$ cat config.mk
export PLATFORM = sky130hd
export DESIGN_NAME = somador_serial_param
export DESIGN_NICKNAME = d
export VERILOG_FILES = /design/src/rtl/somador_pkg.sv /design/src/rtl/soma_chunk.sv /design/src/rtl/somador_serial_param.sv
export SDC_FILE = /design/constraint.sdc
export NUM_CORES = 1
export LEC_CHECK = 0
export ABC_CLOCK_PERIOD_IN_PS = 3200
export BUFFER_PORTS_ARGS = -buffer_cell sky130_fd_sc_hd__buf_2
export CAP_MARGIN = 40
export CELL_PAD_IN_SITES_DETAIL_PLACEMENT = 1
export CELL_PAD_IN_SITES_GLOBAL_PLACEMENT = 2
export CORE_MARGIN = 10
export CORE_UTILIZATION = 35
export DETAILED_ROUTE_END_ITERATION = 12
export PLACE_DENSITY = 0.75
export REMOVE_ABC_BUFFERS = 1
export SLEW_MARGIN = 15
export SYNTH_ARGS = -nofsm -noshare
export SYNTH_HDL_FRONTEND = slang
export SYNTH_HIERARCHICAL = 1
export SYNTH_SLANG_ARGS = --single-unit
$ cat constraint.sdc
create_clock -name clk -period 3.2 [get_ports clk]
set_input_delay 0.16 -clock clk [delete_from_list [all_inputs] [get_ports clk]]
set_output_delay 0.16 -clock clk [all_outputs]
set_load 0.005 [all_outputs]
$ cat src/rtl/somador_pkg.sv
// somador_pkg
// Shared types and elaboration helpers for the serial adder/subtractor.
//   op_e     : operation select (OP_ADD, OP_SUB)
//   state_e  : control FSM states (S_IDLE, S_CALC, S_DONE)
//   chunk_fits(): true when CHUNK is in 1..WIDTH and divides WIDTH evenly
//   idx_bits()  : width of the slice index register for a given slice count
package somador_pkg;

    typedef enum logic {
        OP_ADD = 1'b0,
        OP_SUB = 1'b1
    } op_e;

    typedef enum logic [1:0] {
        S_IDLE = 2'd0,
        S_CALC = 2'd1,
        S_DONE = 2'd2
    } state_e;

    function automatic bit chunk_fits(input int width, input int chunk);
        return (chunk >= 1) && (chunk <= width) && ((width % chunk) == 0);
    endfunction

    // A single-slice configuration still needs a 1-bit index register.
    function automatic int idx_bits(input int n);
        return (n > 1) ? $clog2(n) : 1;
    endfunction

endpackage

$ cat src/rtl/soma_chunk.sv
// soma_chunk
// Combinational CHUNK-bit ripple slice built from 1-bit full-adder equations.
// Ports:
//   a, b      : slice operands (CHUNK bits)
//   cin       : carry into bit 0
//   s         : slice sum (CHUNK bits)
//   cout      : carry out of the top bit
//   c_msb_in  : carry into the top bit (used for signed overflow detection)
module soma_chunk
    import somador_pkg::*;
#(
    parameter int CHUNK = 2
) (
    input  logic [CHUNK-1:0] a,
    input  logic [CHUNK-1:0] b,
    input  logic             cin,
    output logic [CHUNK-1:0] s,
    output logic             cout,
    output logic             c_msb_in
);

    logic [CHUNK:0] c;

    assign c[0] = cin;

    // Ripple chain: c[i] is the carry into bit i.
    for (genvar i = 0; i < CHUNK; i++) begin : g_fa
        assign s[i]   = a[i] ^ b[i] ^ c[i];
        assign c[i+1] = (a[i] & b[i]) | (c[i] & (a[i] ^ b[i]));
    end

    assign cout     = c[CHUNK];
    assign c_msb_in = c[CHUNK-1];

endmodule

$ cat src/rtl/somador_serial_param.sv
// somador_serial_param
// Multi-cycle adder/subtractor: one CHUNK-bit ripple slice is reused over
// WIDTH/CHUNK cycles with a registered carry between slices.
// Optional feature macro: SOMADOR_OVF_EN (signed overflow flag; when
// undefined, ovf is tied to 0 and its flop is not built).
// Ports:
//   clk, rst_n           : clock (rising edge), asynchronous active-low reset
//   in_valid / in_ready  : operation handshake (op, a, b sampled on accept)
//   op                   : 0 = add, 1 = subtract (a - b)
//   a, b                 : WIDTH-bit operands
//   out_valid / out_ready: result handshake
//   s                    : result modulo 2^WIDTH
//   cout                 : carry out of MSB (subtract: 1 = no borrow)
//   zero                 : s == 0, only while out_valid
//   ovf                  : signed two's-complement overflow
module somador_serial_param
    import somador_pkg::*;
#(
    parameter int WIDTH = 8,
    parameter int CHUNK = 2
) (
    input  logic             clk,
    input  logic             rst_n,
    input  logic             in_valid,
    output logic             in_ready,
    input  logic             op,
    input  logic [WIDTH-1:0] a,
    input  logic [WIDTH-1:0] b,
    output logic             out_valid,
    input  logic             out_ready,
    output logic [WIDTH-1:0] s,
    output logic             cout,
    output logic             zero,
    output logic             ovf
);

    localparam int N    = WIDTH / CHUNK;
    localparam int IDXW = idx_bits(N);
    localparam logic [IDXW-1:0] LAST = IDXW'(N - 1);

    if (!chunk_fits(WIDTH, CHUNK)) begin : g_bad_chunk
        $error("somador_serial_param: CHUNK must be in 1..WIDTH and divide WIDTH");
    end

    state_e           state;
    logic [WIDTH-1:0] opa;
    logic [WIDTH-1:0] opb;
    logic [WIDTH-1:0] s_reg;
    logic [IDXW-1:0]  idx;
    logic             carry;
    logic             sub;
    logic             last_slice;

    logic [CHUNK-1:0] slice_a;
    logic [CHUNK-1:0] slice_b;
    logic [CHUNK-1:0] slice_s;
    logic             slice_cout;
    logic             slice_cmsb;

    assign sub        = (op_e'(op) == OP_SUB);
    assign last_slice = (idx == LAST);
    assign slice_a    = opa[int'(idx)*CHUNK +: CHUNK];
    assign slice_b    = opb[int'(idx)*CHUNK +: CHUNK];

    soma_chunk #(
        .CHUNK    (CHUNK)
    ) u_chunk (
        .a        (slice_a),
        .b        (slice_b),
        .cin      (carry),
        .s        (slice_s),
        .cout     (slice_cout),
        .c_msb_in (slice_cmsb)
    );

    // Control FSM, operand capture and result/carry registers.
    // Subtraction is a + ~b + 1: b is inverted on capture and the +1 enters
    // as the initial carry. in_ready/out_valid are registered alongside the
    // state so they come straight from flops.
    always_ff @(posedge clk or negedge rst_n) begin
        if (!rst_n) begin
            state     <= S_IDLE;
            opa       <= '0;
            opb       <= '0;
            s_reg     <= '0;
            idx       <= '0;
            carry     <= 1'b0;
            in_ready  <= 1'b1;
            out_valid <= 1'b0;
        end else begin
            case (state)
                S_IDLE: begin
                    if (in_valid) begin
                        opa      <= a;
                        opb      <= b ^ {WIDTH{sub}};
                        carry    <= sub;
                        idx      <= '0;
                        state    <= S_CALC;
                        in_ready <= 1'b0;
                    end
                end
                S_CALC: begin
                    s_reg[int'(idx)*CHUNK +: CHUNK] <= slice_s;
                    carry <= slice_cout;
                    if (last_slice) begin
                        state     <= S_DONE;
                        out_valid <= 1'b1;
                    end else begin
                        idx <= idx + 1'b1;
                    end
                end
                S_DONE: begin
                    if (out_ready) begin
                        state     <= S_IDLE;
                        out_valid <= 1'b0;
                        in_ready  <= 1'b1;
                    end
                end
                default: begin
                    state     <= S_IDLE;
                    out_valid <= 1'b0;
                    in_ready  <= 1'b1;
                end
            endcase
        end
    end

`ifdef SOMADOR_OVF_EN
    logic ovf_reg;

    // Signed overflow: carry into the MSB differs from carry out of it.
    // Captured together with the final slice so it is stable in DONE.
    always_ff @(posedge clk or negedge rst_n) begin
        if (!rst_n) begin
            ovf_reg <= 1'b0;
        end else if (state == S_CALC && last_slice) begin
            ovf_reg <= slice_cmsb ^ slice_cout;
        end
    end

    assign ovf = ovf_reg;
`else
    logic unused_cmsb;
    assign unused_cmsb = slice_cmsb;
    assign ovf         = 1'b0;
`endif

    assign s    = s_reg;
    assign cout = carry;
    assign zero = out_valid && (s_reg == '0);

endmodule

# After elaboration in Yosys (flattened, before gate mapping)
# Index checks and enable logic that the tools add are counted.
# W data, S select, Z words.
# word_totals
out_inout_bits	13
reg_bits	31
elab_cells	60
inputBits	21
# classes
mux	16
bitwise_logic	13
eq_ne	7
n_reduce_logical	10
add_sub_neg	2
shifts	4
# ops
cell	n
$neg A3 Y33	1
$shift A2 B33 Y8 const A	1
$shiftx A2 B33 Y8	1
$shiftx A8 B4 Y2	2
$reduce_and A3 Y1	4
$mux W2	5
$bwmux W8	1
$logic_not A8 Y1	1
$ne A2 B2 Y1 const B	4
$xor A8 B8 Y8	1
$pmux W1 S3	2
$pmux W2 S3	1
$mux W1	5
$and A1 B1 Y1	4
$eq A2 B2 Y1 const B	2
$pmux W2 S2	1
$reduce_and A2 Y1	2
$xor A1 B1 Y1	4
$add A2 B1 Y2 const B	1
$eq A2 B1 Y1 const B	1
$logic_not A2 Y1	1
$not A1 Y1	2
$or A1 B1 Y1	2
$pmux W1 S2	1
2 further kinds	2

# Longest topological paths before layout
# logic_depth
depth_word	7
mapped_depth	6
mapped_depth_nobuf	5

# Modules after synthesis
# The synthesis kept the hierarchy.
# modules_own_cells
mod	instances	cells_per_inst	seq_area_each_um2	area_each_um2
somador_serial_param	1	139	777.0	1599.0
soma_chunk	1	2	0.0	40.0

# Worst setup path after synthesis
# Ideal clock, no wire load.
# synth_path
path_kind	register to register
from	reg idx[0]
to	reg s_reg[1], in the netlist s[1]
n_path_buf	1
path_slack_ns	0.649
setup_time_ns	0.125
arrival_time_ns	2.427
t_required_ns	3.075
period_less_slack_ns	2.551
stages_incl_launch_ff	7
path_cell_list	dfrtp_1 > clkbuf_8 > mux4_2 > fa_1 > fa_1 > nor4bb_1 > mux2_2
# synth_between
elab_chain_cells	7
elab_cells_between_ends	13
cone_classes	add/sub: 1; shift: 4; mux: 1; bitwise: 7
# synth_rtl
item	line	text
start, declared	somador_serial_param.sv:49	logic [IDXW-1:0] idx;
start signal, assigned	somador_serial_param.sv:109	idx <= idx + 1'b1;
$shiftx A8 B4 Y2 *	somador_serial_param.sv:62	assign slice_a = opa[int'(idx)*CHUNK +: CHUNK];
net slice_a[0]	somador_serial_param.sv:54	logic [CHUNK-1:0] slice_a;
$xor A1 B1 Y1	soma_chunk.sv:29	assign c[i+1] = (a[i] & b[i]) | (c[i] & (a[i] ^ b[i]));
$and A1 B1 Y1	soma_chunk.sv:29	
$or A1 B1 Y1 *	soma_chunk.sv:29	
net slice_cmsb	somador_serial_param.sv:58	logic slice_cmsb;
$xor A1 B1 Y1 *	soma_chunk.sv:28	assign s[i] = a[i] ^ b[i] ^ c[i];
net slice_s[1]	somador_serial_param.sv:56	logic [CHUNK-1:0] slice_s;
$shiftx A2 B33 Y8 *	somador_serial_param.sv:103	s_reg[int'(idx)*CHUNK +: CHUNK] <= slice_s;
$bwmux W8 *	somador_serial_param.sv:103	
end signal, assigned by index	somador_serial_param.sv:103	
end, declared	somador_serial_param.sv:48	logic [WIDTH-1:0] s_reg;
# Mark *: on every way through the listed nets, which the timed path passes. The rest lies on a longest branch.
# A chain may end at the register's enable or synchronous reset.

# Worst setup path after layout
# layout_path
from	reg idx[0]
to	reg s_reg[1], in the netlist s[1]
# layout_between
elab_chain_cells	7
elab_cells_between_ends	13
cone_classes	add/sub: 1; shift: 4; mux: 1; bitwise: 7
# layout_rtl
item	line	text
$shiftx A8 B4 Y2 *	somador_serial_param.sv:63	assign slice_b = opb[int'(idx)*CHUNK +: CHUNK];
net slice_b[0]	somador_serial_param.sv:55	logic [CHUNK-1:0] slice_b;
$xor A1 B1 Y1	soma_chunk.sv:29	
$and A1 B1 Y1	soma_chunk.sv:29	
$or A1 B1 Y1 *	soma_chunk.sv:29	
net slice_cmsb	somador_serial_param.sv:58	
$xor A1 B1 Y1 *	soma_chunk.sv:28	
net slice_s[1]	somador_serial_param.sv:56	
$shiftx A2 B33 Y8 *	somador_serial_param.sv:103	
$bwmux W8 *	somador_serial_param.sv:103	
# Marked as above.

==> results by group <==
Setup path
  • Slowest CP cell: mux4_1
  • Worst path required time: 3.37 ns
  • CP max FO: 4
  • Worst Path Class, Setup: flip-flop to flip-flop
  • Family with the most delay on the worst path: adder cells
  • WP buf/inv: 0
  • CP endpoint kind: flip-flop
  • Cell Chain, Critical Path: mux4_1, fa_1, fa_1, nor4bb_1, mux2_2
  • Critical R2R Launch: idx[0]$_DFFE_PN0P_
  • CP startpoint: idx[0]$_DFFE_PN0P_
  • Cell mode on critical path: fa_1
  • Critical path depth: 5
  • Worst R2R Path Depth: 5
  • CP max stage delay: 0.61 ns
  • Worst Setup Start Kind: flip-flop
  • Worst EP arrival: 2.65 ns

Finish
  • Synth-to-layout area growth: 19.2%
  • Number of fill cells in the layout: 501
  • Net count, final: 205
  • Design Area, Final: 1950 um^2
  • Layout cells sized above 1: 0.299
  • N_diodes: 0
  • Final core occ: 0.440

Run
  • # Max-Cap Violations: 0

Pwr
  • VDD IR-drop max: 0.379 mV
  • P per Cell Area: 1090 nW/um^2
  • Total power: 2.13 mW
  • LEAKAGE: 0.876 nW

Logic synthesis
  • Largest family of logic cells by synthesized area: simple AND/OR/NAND/NOR gates
  • Mux cell area share after synthesis: 0.126
  • Post-synth top cells: 30 x dfrtp_1, 14 x nand2_1, 12 x a21oi_1, 12 x nor2_1, 8 x xnor2_1
  • Compound-Gate Fraction of Synth Area: 0.0992
  • Seq/Total Area, Yosys: 0.474
  • Top cell type's share of synthesized area: 0.458
  • Post-Synth XOR/XNOR Area: 0.0427
  • Register bit total from synthesis: 31
  • Count leader, synth: dfrtp_1
  • Mapped cell area: 1640 um^2
  • EDFF count, synth: 0
  • Synth area leader: dfrtp_1
  • Adder-Cell Fraction of Synth Area: 0.0702
  • Simple-Gate Fraction of Synth Area: 0.133
  • Asr flop ratio synth: 1.00
  • Avg Inst Size Synth: 11.6 um^2
  • Most used flip-flop cell after synthesis: dfrtp_1
  • Cell variety after synth: 34
  • Area contributors post-synth: dfrtp_1 46%, mux2_2 4.8%, ha_1 4.6%, xnor2_1 4.3%, mux4_2 4.1%
  • Syn Inst Count: 141
  • Yosys warning count: 6

Drt
  • DR iter-0 viols: 39
  • Vias per inst: 5.01
  • Routed wire length: 3810 um
  • Post-route ant nets: 0
  • TritonRoute pass-1 iters: 4
  • DR DRC count: 0
  • Drt wl/cell: 16.6 um
  • Via count: 1147

Global route
  • GRT Util Overall: 0.108
  • Initial antenna violation count: 0
  • Gr ovfl total: 0
  • Vias in the first global route: 1346
  • Largest net degree at the start of global routing: 32
  • First-pass GRT wire length: 6510 um

Clock tree
  • Clock-pin slew on the worst setup and hold paths: 0.07 ns
  • Hold Buf Count CTS: 1
  • Clock Tree Buf Depth: 2
  • H-tree depth: 2
  • CTS tree: yes
  • CTS Sinks: 31
  • Root Driver: clkbuf_8
  • Resized cells post-CTS: 0
  • Clk Latency, worst-skew pair: 0.28 ns
  • Post-CTS setup buffer count: 0
  • CTS Buf Count: 5

Placed design
  • Detail Placement HPWL: 2940 um
  • Routability congestion estimate: 0.727
  • IO buf count: 32
  • Post-DP Area: 1810 um^2

Floorplan
  • I/O pin count: 34
  • # rows: 24
  • Initial Util: 0.369
  • Die Y-Extent: 88.4 um
  • Die Wd: 88.4 um
  • Core area: 4440 um^2
  • Die area: 7820 um^2

Run status
  • Status: finished, final reports clean

STA
  • Final setup violation count: 0
  • Hold Slack: 0.0806 ns
  • F_max: 403 MHz
  • Slew @ Worst Pin: 0.700 ns
  • Sum of negative setup slack: 0 ns
  • RSZ-0062 raised after global routing: no
  • Final min period: 2.48 ns
  • Period utilization: 0.775
  • Layout Skew: 0.00453 ns
  • Slew HR: 0.533
  • Endpoints failing hold: 0
  • Max Slew Vio Count: 0

Hold path
  • Hold/Removal Path Class: input pin to flip-flop
  • Hold path startpoint: out_ready
  • WHS Path Cells: 2
per-layer routing:
metal,global-route usage,share of wire,vias to the layer above
met2,0.177,0.48,31
met4,0.0455,0.021,0
met3,0.0524,0.070,8
met1,0.117,0.42,545
li1,-,-,563
met5,0,0,-
worst register-to-register path, cell delays in order, from the launching register on:
cell and delay, ns:
dfrtp_1 0.45, mux4_1 0.61, fa_1 0.42, fa_1 0.48
nor4bb_1 0.15, mux2_2 0.26
layout by cell type (no fill, tap or decap), types with 2 or more instances in the layout:
cell type,n
o31ai_1,3
fa_1,2
inv_1,5
buf_4,2
o21ai_0,6
mux4_2,3
o2bb2ai_1,2
bufinv_16,2
ha_1,6
mux2_1,3
clkbuf_8,5
xnor2_1,8
a21oi_1,12
nor2_1,12
nor4_1,2
buf_2,32
nor4bb_1,3
dfrtp_1,30
nand3b_1,3
nand2_1,14
mux2_2,7
report_power, final:
part	leakage [nW]	switching, mW	total, mW	internal [mW]
Clock	0.0654	0.152	0.463	0.311
Sequential	0.374	0.167	0.740	0.574
Combinational	0.436	0.458	0.928	0.471
metrics by stage:
stage,std cells,worst slack [ns]
2_1_floorplan,134,0.564
3_5_place_dp,220,0.728
5_1_grt,229,0.570
3_3_place_gp,220,0.769
6_report,229,0.721
4_1_cts,229,0.708
worst paths after layout:
check,endpoint,slack (ns)
setup / recovery,s[1]$_DFFE_PN0P_,0.72
hold / removal,state[1]$_DFFE_PN0P_,0.08
setup reg to reg,s[1]$_DFFE_PN0P_,0.72
hold reg to reg,s[3]$_DFFE_PN0P_,0.51
max in group asynchronous,opb[1]$_DFFE_PN0P_,2.29
min in group asynchronous,s[2]$_DFFE_PN0P_,0.45
cell type report:
| cell class | instances | area (um^2) | area share |
|---|---|---|---|
| Clock inverter | 2 | 60.1 | 0.0307 |
| Multi-Input combinational cell | 98 | 776 | 0.397 |
| Tap cell | 52 | 65.1 | 0.0333 |
| Clock buffer | 6 | 72.6 | 0.0371 |
| Timing Repair Buffer | 35 | 185 | 0.0948 |
| Sequential cell | 31 | 777 | 0.398 |
| Inverter | 5 | 18.8 | 0.00960 |
cell families (layout without fill, tap and decap cells):
| group | count (synthesis) | count (layout) |
|---|---|---|
| AND/OR/NAND/NOR | 40 | 40 |
| flip-flops | 31 | 31 |
| AO/OA/AOI/OAI | 27 | 27 |
| multiplexers | 14 | 14 |
| buffers and inverters | 12 | 48 |
| adder cells (fa/ha/maj) | 8 | 8 |
| XOR/XNOR | 8 | 8 |
| other | 1 | 1 |
Note: power is estimated with default switching activity, not from simulation.
